==> config.mk <==
export PLATFORM = sky130hd
export DESIGN_NAME = ps_lane_scheduler
export DESIGN_NICKNAME = d
export VERILOG_FILES = /design/src/rtl/ps_lane_scheduler.sv
export SDC_FILE = /design/constraint.sdc
export NUM_CORES = 1
export LEC_CHECK = 0
export BUFFER_PORTS_ARGS = -buffer_cell sky130_fd_sc_hd__buf_2
export CAP_MARGIN = 10
export CORE_MARGIN = 3
export CORE_UTILIZATION = 40
export CTS_CLUSTER_DIAMETER = 120
export DETAILED_ROUTE_END_ITERATION = 10
export GPL_TIMING_DRIVEN = 0
export HOLD_SLACK_MARGIN = 0.05
export PLACE_DENSITY = 0.75
export SETUP_SLACK_MARGIN = 0.02
export SLEW_MARGIN = 20
export SYNTH_ARGS = -nofsm -noshare
export SYNTH_HDL_FRONTEND = slang
export SYNTH_SLANG_ARGS = --single-unit
==> constraint.sdc <==
create_clock -name clk -period 1.99 [get_ports clk]
set_input_delay 0.199 -clock clk [delete_from_list [all_inputs] [get_ports clk]]
set_output_delay 0.199 -clock clk [all_outputs]
set_load 0.1 [all_outputs]
==> src/rtl/ps_lane_scheduler.sv <==
// Round-robin byte-slot scheduler: after a fixed run of idle sync slots it grants one
// of four requesters per SLOT_LEN-cycle slot and holds the granted byte for the serializer.
module ps_lane_scheduler #(
    parameter int          SLOT_LEN   = 8,
    parameter int          SYNC_SLOTS = 4,
    parameter logic [7:0]  IDLE_CHAR  = 8'hBC
) (
    input  logic        clk,
    input  logic        reset,
    input  logic [3:0]  req_valid,
    input  logic [31:0] req_data,
    input  logic [3:0]  en_mask,
    output logic [3:0]  req_ready,
    output logic [7:0]  data_in_8b,
    output logic        valid,
    output logic [1:0]  grant_id,
    output logic        slot_strobe,
    output logic [15:0] byte_count
);

    localparam int SLOT_W = (SLOT_LEN > 1) ? $clog2(SLOT_LEN) : 1;
    localparam int SYNC_W = $clog2(SYNC_SLOTS + 1);
    localparam logic [SLOT_W-1:0] SLOT_LAST = SLOT_W'(SLOT_LEN - 1);
    localparam logic [SYNC_W-1:0] SYNC_LAST = SYNC_W'(SYNC_SLOTS - 1);

    typedef enum logic {
        ST_SYNC,
        ST_ARB
    } state_t;

    state_t             state_reg, state_next;
    logic [SLOT_W-1:0]  slot_cnt_reg;
    logic [SYNC_W-1:0]  sync_cnt_reg, sync_cnt_next;
    logic [1:0]         ptr_reg, ptr_next;
    logic [7:0]         data_reg, data_next;
    logic               valid_reg, valid_next;
    logic [1:0]         gid_reg, gid_next;
    logic [15:0]        count_reg, count_next;

    logic               strobe_int;
    logic [3:0]         eligible;
    logic [1:0]         cand_idx [4];
    logic [3:0]         cand_hit;
    logic [7:0]         lane_byte [4];
    logic [1:0]         winner;
    logic               any_hit;

    assign strobe_int  = (slot_cnt_reg == SLOT_LAST);
    assign slot_strobe = strobe_int & ~reset;
    assign eligible    = req_valid & en_mask;

    // Candidate k is the requester k places above the round-robin pointer.
    generate
        for (genvar gi = 0; gi < 4; gi++) begin : g_lane
            assign cand_idx[gi]  = ptr_reg + 2'(gi);
            assign cand_hit[gi]  = eligible[cand_idx[gi]];
            assign lane_byte[gi] = req_data[8*gi +: 8];
        end
    endgenerate

    // Walk from the farthest candidate down so the nearest hit wins.
    always_comb begin
        winner  = cand_idx[0];
        any_hit = 1'b0;
        for (int k = 3; k >= 0; k--) begin
            if (cand_hit[k]) begin
                winner  = cand_idx[k];
                any_hit = 1'b1;
            end
        end
    end

    always_comb begin
        state_next    = state_reg;
        sync_cnt_next = sync_cnt_reg;
        ptr_next      = ptr_reg;
        data_next     = data_reg;
        valid_next    = valid_reg;
        gid_next      = gid_reg;
        count_next    = count_reg;
        req_ready     = 4'b0000;
        case (state_reg)
            ST_SYNC: begin
                if (strobe_int) begin
                    if (sync_cnt_reg == SYNC_LAST) begin
                        state_next    = ST_ARB;
                        sync_cnt_next = '0;
                    end else begin
                        sync_cnt_next = sync_cnt_reg + 1'b1;
                    end
                end
            end
            ST_ARB: begin
                if (strobe_int) begin
                    if (any_hit) begin
                        req_ready  = 4'b0001 << winner;
                        data_next  = lane_byte[winner];
                        valid_next = 1'b1;
                        gid_next   = winner;
                        ptr_next   = winner + 2'd1;
                        count_next = count_reg + 16'd1;
                    end else begin
                        data_next  = IDLE_CHAR;
                        valid_next = 1'b0;
                    end
                end
            end
            default: state_next = ST_SYNC;
        endcase
        // A grant offered while reset is high would be discarded, so never offer it.
        if (reset) begin
            req_ready = 4'b0000;
        end
    end

    always_ff @(posedge clk) begin
        if (reset) begin
            state_reg    <= ST_SYNC;
            slot_cnt_reg <= '0;
            sync_cnt_reg <= '0;
            ptr_reg      <= 2'd0;
            data_reg     <= IDLE_CHAR;
            valid_reg    <= 1'b0;
            gid_reg      <= 2'd0;
            count_reg    <= 16'd0;
        end else begin
            state_reg    <= state_next;
            slot_cnt_reg <= strobe_int ? '0 : slot_cnt_reg + 1'b1;
            sync_cnt_reg <= sync_cnt_next;
            ptr_reg      <= ptr_next;
            data_reg     <= data_next;
            valid_reg    <= valid_next;
            gid_reg      <= gid_next;
            count_reg    <= count_next;
        end
    end

    assign data_in_8b = data_reg;
    assign valid      = valid_reg;
    assign grant_id   = gid_reg;
    assign byte_count = count_reg;

endmodule

### Word-level counts from Yosys, hierarchy flattened

Cells that the tools add are included.

| cells by class | value |
|---|---|
| add/subtract/negate cells | 7 |
| order comparisons | 5 |
| eq/ne operators | 2 |
| shifts and indexed selects | 1 |
| multiplexer cells | 29 |
| bitwise logic cells | 5 |
| reductions and logical operators | 4 |

Operators with widths:

| kind | number |
|---|---|
| 8-bit 2-to-1 mux | 3 |
| 16-bit by 1-bit adder with 16-bit output, second input constant | 1 |
| 8-bit binary-select mux with 2-bit select | 1 |
| 4-bit 2-to-1 mux | 4 |
| 2-bit by 3-bit < comparator with 1-bit output, second input constant | 4 |
| 1-bit 2-to-1 mux | 12 |
| 1-bit binary-select mux with 2-bit select | 4 |
| 2-bit 2-to-1 mux | 4 |
| 3-bit by 1-bit adder with 3-bit output, second input constant | 2 |
| 2-bit by 1-bit adder with 2-bit output, second input constant | 2 |
| 2-bit adder, second input constant | 2 |
| 4-bit bitwise AND | 1 |
| 2-bit AND reduction | 2 |
| 1-bit by 2-bit left shift with 4-bit output, first input constant | 1 |
| 3-bit by 2-bit == test with 1-bit output, second input constant | 1 |
| 3-bit == test, second input constant | 1 |
| 3-bit greater-or-equal comparator, second input constant | 1 |
| 3-bit 2-to-1 mux | 1 |
| 2-bit inverter with 3-bit output | 1 |
| 3-bit AND reduction | 1 |
| 1-bit inverter | 2 |
| 2-bit OR reduction | 1 |
| 1-bit bitwise AND | 1 |

| storage, ports and cells | value |
|---|---|
| register bits | 36 |
| word-level logic and storage cells | 61 |

### Logic depth before layout (Yosys ltp)

Gate-level depths: netlist of the first run.

| logic depth | value |
|---|---|
| depth after elaboration | 12 |
| mapped depth | 9 |
| depth with buffers taken out | 7 |

### Worst setup path after synthesis of the first run

Ideal clock, no wire load.

| timing | value |
|---|---|
| kind | reg2out |
| start | reg slot_cnt_reg[0] |
| end | out req_ready[1] |
| arrival time | 2.821 ns |
| slack | -1.030 ns |
| stages on the path, launching flop included | 9 |
| path buffers | 1 |
| path through | dfxtp_1 -> ha_1 -> ha_1 -> buf_2 -> nand2_1 -> a21o_1 -> nor2_1 -> nand2_1 -> nor2_1 |

| between the ends | value |
|---|---|
| cells in the longest elaborated chain, start to end | 4 |

Ends and longest elaborated chain:

| what | RTL line | text |
|---|---|---|
| start, declared | 32 | `logic [SLOT_W-1:0] slot_cnt_reg;` |
| start signal, assigned | 128 | `slot_cnt_reg <= strobe_int ? '0 : slot_cnt_reg + 1'b1;` |
| 3-bit == test | 48 | `assign strobe_int = (slot_cnt_reg == SLOT_LAST);` |
| 4-bit 2-to-1 mux | 94 | `if (strobe_int) begin` |
| 4-bit 2-to-1 mux | 82 | `case (state_reg)` |
| 4-bit 2-to-1 mux | 111 | `if (reset) begin` |
| end, declared | 13 | `output logic [3:0] req_ready,` |

Every way passes these cells.

### Final worst setup path of the first run

| timing | value |
|---|---|
| start | reg slot_cnt_reg[0] |
| end | out req_ready[0] |

Same word-level chain as after synthesis.

==> metrics.txt, run 1 <==
# TYPE chip_impl_metric gauge
chip_impl_metric{name="antenna_cells",unit=""} 0
chip_impl_metric{name="worst_setup_hold_path_clk_slew",unit="ns"} 0.07
chip_impl_info{name="clockRootBuffer",value="sky130_fd_sc_hd__clkbuf_8"} 1
chip_impl_metric{name="post-route-period-util",unit=""} 1.01
chip_impl_metric{name="vias_per_cell",unit=""} 5.42
chip_impl_metric{name="power_frac_clock",unit=""} 0.398
chip_impl_metric{name="chipHeight",unit="um"} 73.7
chip_impl_metric{name="postSynthCellCount",unit=""} 212
chip_impl_metric{name="power.density_cell_area",unit="nW/um2"} 566
chip_impl_metric{name="cp_data_required_time",unit="ns"} 1.79
chip_impl_metric{name="antenna_found_initial",unit=""} 0
chip_impl_metric{name="layout.filler_cells",unit=""} 343
chip_impl_metric{name="cp_data_arrival_time",unit="ns"} 1.81
chip_impl_metric{name="combPwrFrac",unit=""} 0.144
chip_impl_metric{name="clkSinkCount",unit=""} 36
chip_impl_info{name="cp-end-kind",value="primary output"} 1
chip_impl_metric{name="transition_time_at_the_pin_with_the_least_slew_margin",unit="ns"} 0.657
chip_impl_info{name="critical_path.startpoint_type",value="flop"} 1
chip_impl_metric{name="largest_reg_flops",unit=""} 16
chip_impl_info{name="worstHoldPathType",value="input port to flop"} 1
chip_impl_metric{name="areaGrowthSynthToFinish",unit="%"} 52.7
chip_impl_info{name="layout_commonest_cell",value="sky130_fd_sc_hd__buf_2"} 1
chip_impl_metric{name="timing.clock.skew",unit="ns"} 0.00554
chip_impl_metric{name="drc_marker_count_from_the_first_detailed_route_iteration",unit=""} 67
chip_impl_metric{name="clkLatencyLatePin",unit="ns"} 0.29
chip_impl_metric{name="wl",unit="um"} 5290
chip_impl_metric{name="slowest_delay",unit="ns"} 0.35
chip_impl_metric{name="pre_cts_ws",unit="ns"} -0.241
chip_impl_metric{name="synthesis.nets",unit=""} 258
chip_impl_metric{name="post_synth.cell_area_avg",unit="um2"} 8.64
chip_impl_metric{name="p_sw",unit="uW"} 388
chip_impl_metric{name="min_path_cells",unit=""} 3
chip_impl_metric{name="drt_first_pass_iters",unit=""} 4
chip_impl_metric{name="ratio_of_cells_with_drive_above_1_in_the_final_layout",unit=""} 0.458
chip_impl_info{name="regToRegEndpoint",value="data_in_8b[0]"} 1
chip_impl_metric{name="critPathMaxFanout",unit=""} 5
chip_impl_metric{name="core",unit="um2"} 4200
chip_impl_info{name="timing.critical_path.max_delay_family",value="simple AND/OR/NAND/NOR gates"} 1
chip_impl_metric{name="min_period",unit="ns"} 2.00
chip_impl_metric{name="detailroute.via_count",unit=""} 1940
chip_impl_metric{name="synthesis.yosys.warnings",unit=""} 0
chip_impl_info{name="worstSetupEndpoint",value="req_ready[0]"} 1
chip_impl_metric{name="dieWidth",unit="um"} 73.7
chip_impl_metric{name="die-area",unit="um2"} 5430
chip_impl_metric{name="synth-edff-count",unit=""} 0
chip_impl_metric{name="htree_num_levels",unit=""} 2
chip_impl_metric{name="wire_length_of_the_first_global_routing_pass",unit="um"} 8330
chip_impl_info{name="hold_start",value="req_data[15]"} 1
chip_impl_metric{name="crit_cells",unit=""} 8
chip_impl_metric{name="grt_start_max_net_pins",unit=""} 12
chip_impl_metric{name="first_global_vias",unit=""} 1829
chip_impl_metric{name="max-clock-path-buffers",unit=""} 2
chip_impl_info{name="result_of_the_run",value="finished with violations"} 1
chip_impl_metric{name="holdBufCountCts",unit=""} 0
chip_impl_metric{name="report.final.hold_viol_count",unit=""} 0
chip_impl_metric{name="gr-usage-all-layers",unit=""} 0.199
chip_impl_metric{name="vdd_ir_drop_max",unit="uV"} 293
chip_impl_metric{name="multi_input_comb_area",unit="um2"} 1240
chip_impl_metric{name="fmax",unit="GHz"} 0.499
chip_impl_metric{name="seq_area",unit="um2"} 749
chip_impl_metric{name="route.detailed.drc",unit=""} 0
chip_impl_metric{name="synth-seq-area-share",unit=""} 0.393
chip_impl_metric{name="tritoncts.num_buffers",unit=""} 5
chip_impl_metric{name="report.final.slew_viol_count",unit=""} 0
chip_impl_metric{name="postRouteAntennaNets",unit=""} 0
chip_impl_info{name="clock_tree_from_tritoncts",value="built"} 1
chip_impl_metric{name="pin_count",unit=""} 74
chip_impl_metric{name="setup_violations",unit=""} 1
chip_impl_metric{name="cell_internal_pwr",unit="uW"} 1200
chip_impl_info{name="crit_path_cell_trace",value="ha_4 > ha_4 > nand2_4 > a21o_4 > nor2_4 > nand2_4 > nor2_4 > buf_12"} 1
chip_impl_metric{name="place.gp.congestion",unit=""} 0.794
chip_impl_metric{name="post-place-cells",unit=""} 335
chip_impl_metric{name="core.rowCount",unit=""} 23
chip_impl_metric{name="seqPwrFrac",unit=""} 0.457
chip_impl_info{name="violations_in_the_final_reports",value="negative setup slack"} 1
chip_impl_metric{name="avgRoutedWirePerCell",unit="um"} 14.8
chip_impl_metric{name="io_buffer_count",unit=""} 73
chip_impl_metric{name="reg2reg_setup_slack",unit="ns"} 0.11
chip_impl_metric{name="finalSetupTns",unit="ns"} -0.0149
chip_impl_metric{name="dp.final_hpwl",unit="um"} 3620
chip_impl_metric{name="max-cap-violations",unit=""} 0
chip_impl_metric{name="max-slew-margin-rel",unit=""} 0.561
chip_impl_metric{name="grt-ovfl-total",unit=""} 0
chip_impl_info{name="final_cell_mix",value="sky130_fd_sc_hd__buf_2 (69), sky130_fd_sc_hd__nor2_1 (24), sky130_fd_sc_hd__dfxtp_1 (23), sky130_fd_sc_hd__nand2_1 (21), sky130_fd_sc_hd__buf_4 (17)"} 1
chip_impl_metric{name="reg2regPathDepth",unit=""} 6
chip_impl_metric{name="leakagePower",unit="uW"} 0.00118
chip_impl_metric{name="synth-seq-cells",unit=""} 36
chip_impl_info{name="r2r-start",value="ptr_reg[1]"} 1
chip_impl_info{name="crit_type",value="flop to primary output"} 1
chip_impl_metric{name="netSwitchingFraction",unit=""} 0.245
chip_impl_info{name="crit_slowest_cell",value="sky130_fd_sc_hd__dfxtp_2"} 1
chip_impl_metric{name="start_util",unit=""} 0.436
chip_impl_info{name="grt_setup_unrepaired",value="true"} 1
chip_impl_metric{name="yosysUniqueCellTypes",unit=""} 39
chip_impl_metric{name="layout_setup_ws",unit="ns"} -0.0149
chip_impl_metric{name="post_synth_instance_area",unit="um2"} 1830
chip_impl_metric{name="asyncSetResetFlopFracSynth",unit=""} 0
chip_impl_metric{name="nets_final",unit=""} 353
chip_impl_metric{name="finish.cell_count_without_fillers",unit=""} 358
chip_impl_info{name="synth-main-ff-cell",value="sky130_fd_sc_hd__dfxtp_1"} 1
chip_impl_info{name="crit_path_start",value="slot_cnt_reg[0]"} 1
chip_impl_metric{name="crit_buf_inv",unit=""} 1
chip_impl_metric{name="p_total",unit="uW"} 1580
cells by family after synthesis:
logic type / count (synthesis) / synth area share
muxes: 3 / 0.0369
AOI/OAI and AO/OA: 58 / 0.232
and+or+nand+nor: 80 / 0.197
buffers and inverters: 16 / 0.0417
DFF: 36 / 0.393
adders and majority gates: 4 / 0.0273
xor gates and xnor gates: 15 / 0.0717
routing by layer:
metal,track usage,routed length (um),vias to the layer above
li1,-,-,962
met1,0.244,2250,896
met2,0.326,2520,69
met3,0.0616,406,13
met4,0.0704,112,0
met5,0,0,-
cell type report:
cell class | instances | area share
multi-input cells | 160 | 0.442
clock inverters | 3 | 0.0134
inverters | 7 | 0.00939
plain buffers | 8 | 0.0255
flip-flops and latches | 36 | 0.268
well taps | 50 | 0.0224
clock buffers | 5 | 0.0246
repair buffers | 89 | 0.195
worst min-delay path: cells and delay by family:
kind | cells | cell delay, ns
compound gates | 2 | 0.19
buf+inv | 1 | 0.08
through the flow:
step | cell area [um2] | hold slack [ns] | util
finish | 2800 | 0.211 | 0.666
global route | 2800 | 0.213 | 0.666
CTS | 2740 | 0.206 | 0.652
detailed placement | 2390 | 0.418 | 0.568
global placement | 2390 | 0.414 | 0.568
floorplan | 1960 | 0.383 | -
power groups by stage:
stage	Sequential, uW	Clock, uW	Combinational, uW
after floorplan	741	0	110
after global placement	742	0	179
after global routing	724	669	250
after CTS	724	637	217
final	724	631	229
after detailed placement	742	0	183
repair_timing:
action	4_1_cts	5_1_grt
setup buffers	11	5
resized for setup	38	5
pin swaps	6	7
setup endpoints to repair	8	9
cells in the mapped netlist (6+ instances only):
library cell | count | area [um2]
sky130_fd_sc_hd__a211oi_1 | 7 | 52.6
sky130_fd_sc_hd__nor3_1 | 6 | 30.0
sky130_fd_sc_hd__nand2_1 | 24 | 90.1
sky130_fd_sc_hd__nor2_1 | 29 | 109
sky130_fd_sc_hd__inv_1 | 7 | 26.3
sky130_fd_sc_hd__dfxtp_1 | 36 | 721
sky130_fd_sc_hd__nand2b_1 | 6 | 37.5
sky130_fd_sc_hd__xnor2_1 | 8 | 70.1
sky130_fd_sc_hd__xor2_1 | 7 | 61.3
sky130_fd_sc_hd__a31oi_1 | 10 | 62.6
sky130_fd_sc_hd__o21ai_0 | 7 | 35.0
sky130_fd_sc_hd__a21oi_1 | 9 | 45.0
worst min path at each step:
stage | to
floorplan | data_in_8b[2]
global placement | slot_cnt_reg[0]
detailed placement | slot_cnt_reg[0]
CTS | data_in_8b[3]
global route | data_in_8b[7]
finish | data_in_8b[7]
Power figures use the tool's default switching activity.
==> run 2, diff against run 1 <==
==> constraint.sdc (replaced) <==
create_clock -name clk -period 1.99 [get_ports clk]
set_input_delay 0.597 -clock clk [delete_from_list [all_inputs] [get_ports clk]]
set_output_delay 0.597 -clock clk [all_outputs]
set_load 0.1 [all_outputs]
==> run 2 against run 1 <==
- the run still ends with negative setup slack left
- utilization up 5.4 points
- cell area up 8.2%
- first-iteration DRC count up 52%
- via count up 5.1%
- clock skew up 0.0037 ns
- power down 0.37%
- critical endpoint is now req_ready[2]
- largest power group unchanged
==> metrics.txt, run 2 (same netlist as run 1, synthesis figures left out) <==
# TYPE chip_impl_metric gauge
chip_impl_info{name="result_of_the_run",value="finished with violations"} 1
chip_impl_info{name="violations_in_the_final_reports",value="negative setup slack"} 1
chip_impl_metric{name="tritoncts.num_buffers",unit=""} 5
chip_impl_metric{name="report.final.slew_viol_count",unit=""} 0
chip_impl_info{name="critical_path.startpoint_type",value="input port"} 1
chip_impl_metric{name="leakagePower",unit="uW"} 0.00126
chip_impl_metric{name="finalSetupTns",unit="ns"} -2.85
chip_impl_metric{name="antenna_found_initial",unit=""} 0
chip_impl_info{name="crit_path_cell_trace",value="buf_8 > nand2_1 > o21ai_2 > a221o_1 > buf_6 > clkbuf_16 > nand2_8 > nor2_4 > buf_12"} 1
chip_impl_metric{name="ratio_of_cells_with_drive_above_1_in_the_final_layout",unit=""} 0.508
chip_impl_metric{name="htree_num_levels",unit=""} 2
chip_impl_metric{name="drc_marker_count_from_the_first_detailed_route_iteration",unit=""} 102
chip_impl_metric{name="transition_time_at_the_pin_with_the_least_slew_margin",unit="ns"} 0.646
chip_impl_metric{name="pin_count",unit=""} 74
chip_impl_metric{name="vdd_ir_drop_max",unit="uV"} 338
chip_impl_metric{name="nets_final",unit=""} 362
chip_impl_metric{name="postRouteAntennaNets",unit=""} 0
chip_impl_metric{name="core",unit="um2"} 4200
chip_impl_metric{name="max-cap-violations",unit=""} 0
chip_impl_metric{name="die-area",unit="um2"} 5430
chip_impl_metric{name="core.rowCount",unit=""} 23
chip_impl_metric{name="pre_cts_ws",unit="ns"} -0.964
chip_impl_metric{name="power.density_cell_area",unit="nW/um2"} 521
chip_impl_metric{name="dieWidth",unit="um"} 73.7
chip_impl_info{name="layout_commonest_cell",value="sky130_fd_sc_hd__buf_2"} 1
chip_impl_metric{name="areaGrowthSynthToFinish",unit="%"} 65.2
chip_impl_metric{name="antenna_cells",unit=""} 0
chip_impl_metric{name="first_global_vias",unit=""} 1933
chip_impl_metric{name="whs",unit="ns"} 0.436
chip_impl_metric{name="place.gp.congestion",unit=""} 0.829
chip_impl_metric{name="start_util",unit=""} 0.436
chip_impl_metric{name="max-slew-margin-rel",unit=""} 0.570
chip_impl_info{name="worstHoldPathType",value="flop to flop"} 1
chip_impl_metric{name="dp.final_hpwl",unit="um"} 3620
chip_impl_metric{name="grt_start_max_net_pins",unit=""} 12
chip_impl_metric{name="clkLatencyLatePin",unit="ns"} 0.30
chip_impl_metric{name="route.detailed.drc",unit=""} 0
chip_impl_metric{name="timing.clock.skew",unit="ns"} 0.00926
chip_impl_metric{name="min_path_cells",unit=""} 2
chip_impl_metric{name="gr-usage-all-layers",unit=""} 0.214
chip_impl_metric{name="wire_length_of_the_first_global_routing_pass",unit="um"} 9030
chip_impl_info{name="final_cell_mix",value="sky130_fd_sc_hd__buf_2 (60), sky130_fd_sc_hd__nor2_1 (24), sky130_fd_sc_hd__dfxtp_1 (23), sky130_fd_sc_hd__buf_4 (22), sky130_fd_sc_hd__nand2_1 (20)"} 1
chip_impl_metric{name="post-route-period-util",unit=""} 1.26
chip_impl_info{name="clockRootBuffer",value="sky130_fd_sc_hd__clkbuf_8"} 1
chip_impl_metric{name="critPathMaxFanout",unit=""} 3
chip_impl_metric{name="holdBufCountCts",unit=""} 0
chip_impl_metric{name="setup_violations",unit=""} 12
chip_impl_metric{name="min_period",unit="ns"} 2.50
chip_impl_metric{name="chipHeight",unit="um"} 73.7
chip_impl_metric{name="slowest_delay",unit="ns"} 0.38
chip_impl_info{name="cp-end-kind",value="primary output"} 1
chip_impl_metric{name="reg2regPathDepth",unit=""} 7
chip_impl_metric{name="vias_per_cell",unit=""} 5.56
chip_impl_metric{name="worst_setup_hold_path_clk_slew",unit="ns"} 0.08
chip_impl_metric{name="utilization",unit=""} 0.720
chip_impl_metric{name="report.final.hold_viol_count",unit=""} 0
chip_impl_info{name="crit_slowest_cell",value="sky130_fd_sc_hd__a221o_1"} 1
chip_impl_metric{name="avgRoutedWirePerCell",unit="um"} 16.1
chip_impl_metric{name="grt-ovfl-total",unit=""} 0
chip_impl_metric{name="max-clock-path-buffers",unit=""} 2
chip_impl_metric{name="cp_data_required_time",unit="ns"} 1.39
chip_impl_metric{name="wl",unit="um"} 5890
chip_impl_metric{name="fmax",unit="GHz"} 0.400
chip_impl_metric{name="cp_data_arrival_time",unit="ns"} 1.90
chip_impl_info{name="grt_setup_unrepaired",value="true"} 1
chip_impl_metric{name="io_buffer_count",unit=""} 73
chip_impl_metric{name="largest_reg_flops",unit=""} 16
chip_impl_info{name="crit_type",value="input port to primary output"} 1
chip_impl_info{name="clock_tree_from_tritoncts",value="built"} 1
chip_impl_metric{name="drt_first_pass_iters",unit=""} 4
chip_impl_metric{name="detailroute.via_count",unit=""} 2039
chip_impl_metric{name="layout_setup_ws",unit="ns"} -0.510
chip_impl_metric{name="clkSinkCount",unit=""} 36
==> run 2: cell count changes in the layout (fill, tap and decap cells not counted), moves of 4 or more <==
cell	previous run	this run
sky130_fd_sc_hd__o41ai_1	5	1
sky130_fd_sc_hd__buf_8	0	4
sky130_fd_sc_hd__o41ai_2	0	4
sky130_fd_sc_hd__buf_6	2	9
sky130_fd_sc_hd__buf_4	17	22
sky130_fd_sc_hd__buf_2	69	60
==> run 2: metal layers <==
metal / GRT usage / vias to the layer above / wire, um
met2: 0.375 / 66 / 2970
met3: 0.0561 / 13 / 396
met5: 0 / - / 0
met1: 0.252 / 980 / 2400
li1: - / 980 / -
met4: 0.0704 / 0 / 132
==> run 2: worst paths after layout <==
kind,endpoint,slack [ns],from
worst max-delay path,req_ready[2],-0.51,req_valid[0]
worst max register to register,data_in_8b[1],-0.08,ptr_reg[1]
worst min-delay path,sync_cnt_reg[2],0.44,sync_cnt_reg[2]
worst min register to register,sync_cnt_reg[2],0.44,sync_cnt_reg[2]
==> run 2: final cells by class <==
class / instances / area (um2)
Clock buffer: 7 / 86.3
Inverter: 7 / 26.3
Clock inverter: 1 / 7.51
Fill cell: 297 / 1170
Sequential cell: 36 / 747
Buffer: 8 / 80.1
Timing Repair Buffer: 98 / 709
Multi-Input combinational cell: 160 / 1310
Tap cell: 50 / 62.6
==> run 2: through the flow <==
stage,total power (uW),instance area [um2],instances
2_1_floorplan,854,1950,212
3_3_place_gp,926,2380,335
3_5_place_dp,928,2380,335
4_1_cts,1530,2900,361
5_1_grt,1650,3030,367
6_report,1580,3030,367
==> run 2: repair_timing <==
action                     4_1_cts  5_1_grt
setup endpoints to repair       20       22
hold endpoints to repair         0        0
gates resized for setup         68       18
pin swaps                       16       11
buffers inserted                18        8
==> run 2: power breakdown <==
group | internal (uW) | total, uW | switching (uW)
combinational | 153 | 292 | 140
sequential | 720 | 725 | 4.96
clock | 282 | 560 | 278
==> run 2: worst max-delay path: cells and delay by family <==
| family | cells | cell delay (ns) |
|---|---|---|
| simple gates | 3 | 0.26 |
| compound gates | 2 | 0.48 |
| buf+inv | 4 | 0.54 |
==> run 3, diff against run 2 <==
--- a/config.mk
+++ b/config.mk
@@ -5,15 +5,16 @@
 export SDC_FILE = /design/constraint.sdc
 export NUM_CORES = 1
 export LEC_CHECK = 0
+export ABC_AREA = 1
 export BUFFER_PORTS_ARGS = -buffer_cell sky130_fd_sc_hd__buf_2
 export CAP_MARGIN = 10
 export CORE_MARGIN = 3
-export CORE_UTILIZATION = 40
+export CORE_UTILIZATION = 30
 export CTS_CLUSTER_DIAMETER = 120
 export DETAILED_ROUTE_END_ITERATION = 10
 export GPL_TIMING_DRIVEN = 0
 export HOLD_SLACK_MARGIN = 0.05
-export PLACE_DENSITY = 0.75
+export PLACE_DENSITY = 0.58
 export SETUP_SLACK_MARGIN = 0.02
 export SLEW_MARGIN = 20
 export SYNTH_ARGS = -nofsm -noshare
==> run 3 against run 2 <==
- the run still ends with negative setup slack left
- global-route usage down 5.9 points
- register-to-register slack better by 0.04 ns
- maximum frequency down 7.4%
- sequential cell count unchanged
- largest cell class unchanged
- wire length up 11%
- hold slack better by 0.0054 ns
- worst setup slack worse by 0.20 ns
- cell count up 46%
- power down 4.3%
- clock skew down 0.0041 ns
- die area up 57%
- first-iteration DRC count down 44%
==> metrics.txt, run 3 <==
# TYPE chip_impl_metric gauge
chip_impl_metric{name="dieWidth",unit="um"} 92.4
chip_impl_info{name="grt_setup_unrepaired",value="true"} 1
chip_impl_metric{name="synth_mux_area_frac",unit=""} 0
chip_impl_info{name="netlist_top_cells_area",value="sky130_fd_sc_hd__dfxtp_1 (32%), sky130_fd_sc_hd__nand2_1 (12%), sky130_fd_sc_hd__inv_1 (9.9%)"} 1
chip_impl_metric{name="ratio_of_cells_with_drive_above_1_in_the_final_layout",unit=""} 0.433
chip_impl_metric{name="htree_num_levels",unit=""} 2
chip_impl_metric{name="avgRoutedWirePerCell",unit="um"} 12.2
chip_impl_metric{name="power.density_cell_area",unit="nW/um2"} 435
chip_impl_metric{name="yosys.area_share.simple",unit=""} 0.376
chip_impl_metric{name="core",unit="um2"} 7020
chip_impl_metric{name="core.rowCount",unit=""} 30
chip_impl_info{name="crit_type",value="flop to primary output"} 1
chip_impl_metric{name="synth-edff-count",unit=""} 0
chip_impl_metric{name="areaGrowthSynthToFinish",unit="%"} 55.2
chip_impl_metric{name="timing.clock.skew",unit="ns"} 0.00518
chip_impl_metric{name="grt-ovfl-total",unit=""} 0
chip_impl_metric{name="worst_setup_hold_path_clk_slew",unit="ns"} 0.07
chip_impl_metric{name="placed_area",unit="um2"} 2820
chip_impl_metric{name="report.final.slew_viol_count",unit=""} 0
chip_impl_metric{name="max-cap-violations",unit=""} 0
chip_impl_info{name="yosysTopAreaCell",value="sky130_fd_sc_hd__dfxtp_1"} 1
chip_impl_info{name="result_of_the_run",value="finished with violations"} 1
chip_impl_info{name="clockRootBuffer",value="sky130_fd_sc_hd__clkbuf_8"} 1
chip_impl_metric{name="detailroute.via_count",unit=""} 2465
chip_impl_metric{name="largest_reg_flops",unit=""} 16
chip_impl_metric{name="synthesis.yosys.warnings",unit=""} 0
chip_impl_metric{name="seq_area",unit="um2"} 736
chip_impl_metric{name="wire_length_of_the_first_global_routing_pass",unit="um"} 10700
chip_impl_metric{name="antenna_cells",unit=""} 0
chip_impl_metric{name="leakagePower",unit="uW"} 0.00163
chip_impl_metric{name="pre_cts_ws",unit="ns"} -1.06
chip_impl_metric{name="die-area",unit="um2"} 8530
chip_impl_metric{name="dp.final_hpwl",unit="um"} 4510
chip_impl_metric{name="post_synth_instance_area",unit="um2"} 2240
chip_impl_info{name="post-synth-top-count-cell",value="sky130_fd_sc_hd__nand2_1"} 1
chip_impl_metric{name="grt_start_max_net_pins",unit=""} 17
chip_impl_metric{name="io_buffer_count",unit=""} 72
chip_impl_metric{name="route.detailed.drc",unit=""} 0
chip_impl_metric{name="whs",unit="ns"} 0.441
chip_impl_metric{name="min_period",unit="ns"} 2.70
chip_impl_info{name="synth-main-ff-cell",value="sky130_fd_sc_hd__dfxtp_1"} 1
chip_impl_metric{name="post-route-period-util",unit=""} 1.36
chip_impl_info{name="violations_in_the_final_reports",value="negative setup slack"} 1
chip_impl_metric{name="max-clock-path-buffers",unit=""} 2
chip_impl_metric{name="transition_time_at_the_pin_with_the_least_slew_margin",unit="ns"} 0.654
chip_impl_metric{name="vias_per_cell",unit=""} 4.59
chip_impl_info{name="synth_top_family_by_area",value="simple AND/OR/NAND/NOR gates"} 1
chip_impl_metric{name="finalInstanceArea",unit="um2"} 3470
chip_impl_metric{name="vdd_ir_drop_max",unit="uV"} 343
chip_impl_metric{name="setup_violations",unit=""} 11
chip_impl_info{name="final_cell_mix",value="sky130_fd_sc_hd__buf_2 (67), sky130_fd_sc_hd__inv_1 (56), sky130_fd_sc_hd__nand2_1 (55), sky130_fd_sc_hd__nand3_1 (40), sky130_fd_sc_hd__dfxtp_1 (24)"} 1
chip_impl_metric{name="wl",unit="um"} 6550
chip_impl_metric{name="clkLatencyLatePin",unit="ns"} 0.29
chip_impl_metric{name="synth-compound-area-share",unit=""} 0.115
chip_impl_metric{name="critPathMaxFanout",unit=""} 5
chip_impl_info{name="synth_common_cells",value="sky130_fd_sc_hd__nand2_1 (69), sky130_fd_sc_hd__inv_1 (59), sky130_fd_sc_hd__nand3_1 (43)"} 1
chip_impl_metric{name="clkSinkCount",unit=""} 36
chip_impl_metric{name="holdBufCountCts",unit=""} 0
chip_impl_metric{name="post-place-cells",unit=""} 501
chip_impl_metric{name="synthesis.nets",unit=""} 379
chip_impl_info{name="layout_commonest_cell",value="sky130_fd_sc_hd__buf_2"} 1
chip_impl_metric{name="layout.filler_cells",unit=""} 730
chip_impl_metric{name="start_util",unit=""} 0.319
chip_impl_metric{name="cp_data_arrival_time",unit="ns"} 2.10
chip_impl_metric{name="multi_input_comb_area",unit="um2"} 1450
chip_impl_metric{name="layout_setup_ws",unit="ns"} -0.710
chip_impl_metric{name="synth-seq-area-share",unit=""} 0.322
chip_impl_metric{name="nets_final",unit=""} 486
chip_impl_metric{name="fmax",unit="GHz"} 0.370
chip_impl_metric{name="post_synth.cell_area_avg",unit="um2"} 6.72
chip_impl_info{name="cp-end-kind",value="primary output"} 1
chip_impl_metric{name="first_global_vias",unit=""} 2327
chip_impl_metric{name="cp_data_required_time",unit="ns"} 1.39
chip_impl_metric{name="place.gp.congestion",unit=""} 0.766
chip_impl_metric{name="tritoncts.num_buffers",unit=""} 5
chip_impl_metric{name="drc_marker_count_from_the_first_detailed_route_iteration",unit=""} 57
chip_impl_metric{name="synth_adder_area_share",unit=""} 0.0224
chip_impl_metric{name="pin_count",unit=""} 74
chip_impl_info{name="worstHoldPathType",value="flop to flop"} 1
chip_impl_metric{name="report.final.hold_viol_count",unit=""} 0
chip_impl_metric{name="gr-usage-all-layers",unit=""} 0.155
chip_impl_metric{name="drt_first_pass_iters",unit=""} 6
chip_impl_metric{name="yosysUniqueCellTypes",unit=""} 42
chip_impl_metric{name="area_share_of_the_largest_cell_type_after_synthesis",unit=""} 0.322
chip_impl_metric{name="asyncSetResetFlopFracSynth",unit=""} 0
chip_impl_metric{name="postSynthCellCount",unit=""} 333
chip_impl_metric{name="antenna_found_initial",unit=""} 0
chip_impl_info{name="clock_tree_from_tritoncts",value="built"} 1
chip_impl_metric{name="max-slew-margin-rel",unit=""} 0.564
chip_impl_metric{name="finish.cell_count_without_fillers",unit=""} 537
chip_impl_metric{name="synth_xor_area_frac",unit=""} 0.0190
chip_impl_metric{name="min_path_cells",unit=""} 1
chip_impl_metric{name="postRouteAntennaNets",unit=""} 0
chip_impl_metric{name="synth-seq-cells",unit=""} 36
chip_impl_info{name="critical_path.startpoint_type",value="flop"} 1
chip_impl_metric{name="reg2regPathDepth",unit=""} 16
chip_impl_metric{name="chipHeight",unit="um"} 92.4
[run 3: cell count changes in the layout (fill, tap and decap cells not counted), sizes merged, moves of 8 or more]
cell,delta
nand2,+56
nor2,-11
a21oi,+11
inv,+57
a31oi,-8
o21ai,+8
nand3,+44
[run 3: cell families (layout without fill, tap and decap cells)]
| family | Yosys count | in the layout |
|---|---|---|
| buffers and inverters | 77 | 185 |
| AO/OA/AOI/OAI | 45 | 45 |
| flip-flops | 36 | 36 |
| AND/OR/NAND/NOR | 167 | 167 |
| adder cells (fa/ha/maj) | 4 | 4 |
| XOR/XNOR | 4 | 4 |
[run 3: repair_timing]
item | CTS | global route
endpoints found under the setup margin | 7 | 32
buffers inserted | 21 | 7
pin swaps | 12 | 17
gates resized for setup | 48 | 43
gates cloned | 1 | 1
[run 3: final timing paths]
kind,startpoint,endpoint,slack [ns]
worst min register to register,slot_cnt_reg[0],slot_cnt_reg[0],0.44
worst max register to register,ptr_reg[0],byte_count[14],-0.04
worst max-delay path,ptr_reg[0],req_ready[1],-0.71
worst min-delay path,slot_cnt_reg[0],slot_cnt_reg[0],0.44
[run 3: final cells by class]
class / instances / share of cell area
plain buffers: 11 / 0.0342
clock inverters: 1 / 0.00252
repair buffers: 101 / 0.205
well taps: 96 / 0.0346
clock buffers: 7 / 0.0220
flip-flops and latches: 36 / 0.212
multi-input cells: 220 / 0.417
inverters: 65 / 0.0735
[run 3: where the power goes]
part           switching [uW]  internal (uW)
registers                4.22            725
clock network             261            250
logic                     144            125
total                     409           1100
[run 3: critical path, stage by stage, from the launching register on]
cell	delay, ns
sky130_fd_sc_hd__dfxtp_2	0.34
sky130_fd_sc_hd__buf_12	0.15
sky130_fd_sc_hd__inv_8	0.07
sky130_fd_sc_hd__nand2_2	0.05
sky130_fd_sc_hd__and2_4	0.16
sky130_fd_sc_hd__nand2_4	0.07
sky130_fd_sc_hd__nand2_1	0.06
sky130_fd_sc_hd__inv_2	0.11
sky130_fd_sc_hd__nand3_4	0.11
sky130_fd_sc_hd__buf_8	0.14
sky130_fd_sc_hd__a21oi_4	0.16
sky130_fd_sc_hd__nand2_2	0.09
sky130_fd_sc_hd__nor2_4	0.12
sky130_fd_sc_hd__buf_12	0.19
[run 3: through the flow]
step | TNS, ns | util | total power (uW)
floorplan | -2.79 | - | 894
global placement | -6.26 | 0.401 | 963
detailed placement | -6.95 | 0.401 | 967
CTS | -2.83 | 0.459 | 1510
global route | -4.92 | 0.495 | 1600
finish | -2.85 | 0.495 | 1510
[run 3: routing by layer]
metal  global-route usage  wire length [um]
met1                0.191              2930
met3               0.0309               321
met4               0.0545               120
met2                0.268              3170
met5                    0                 0
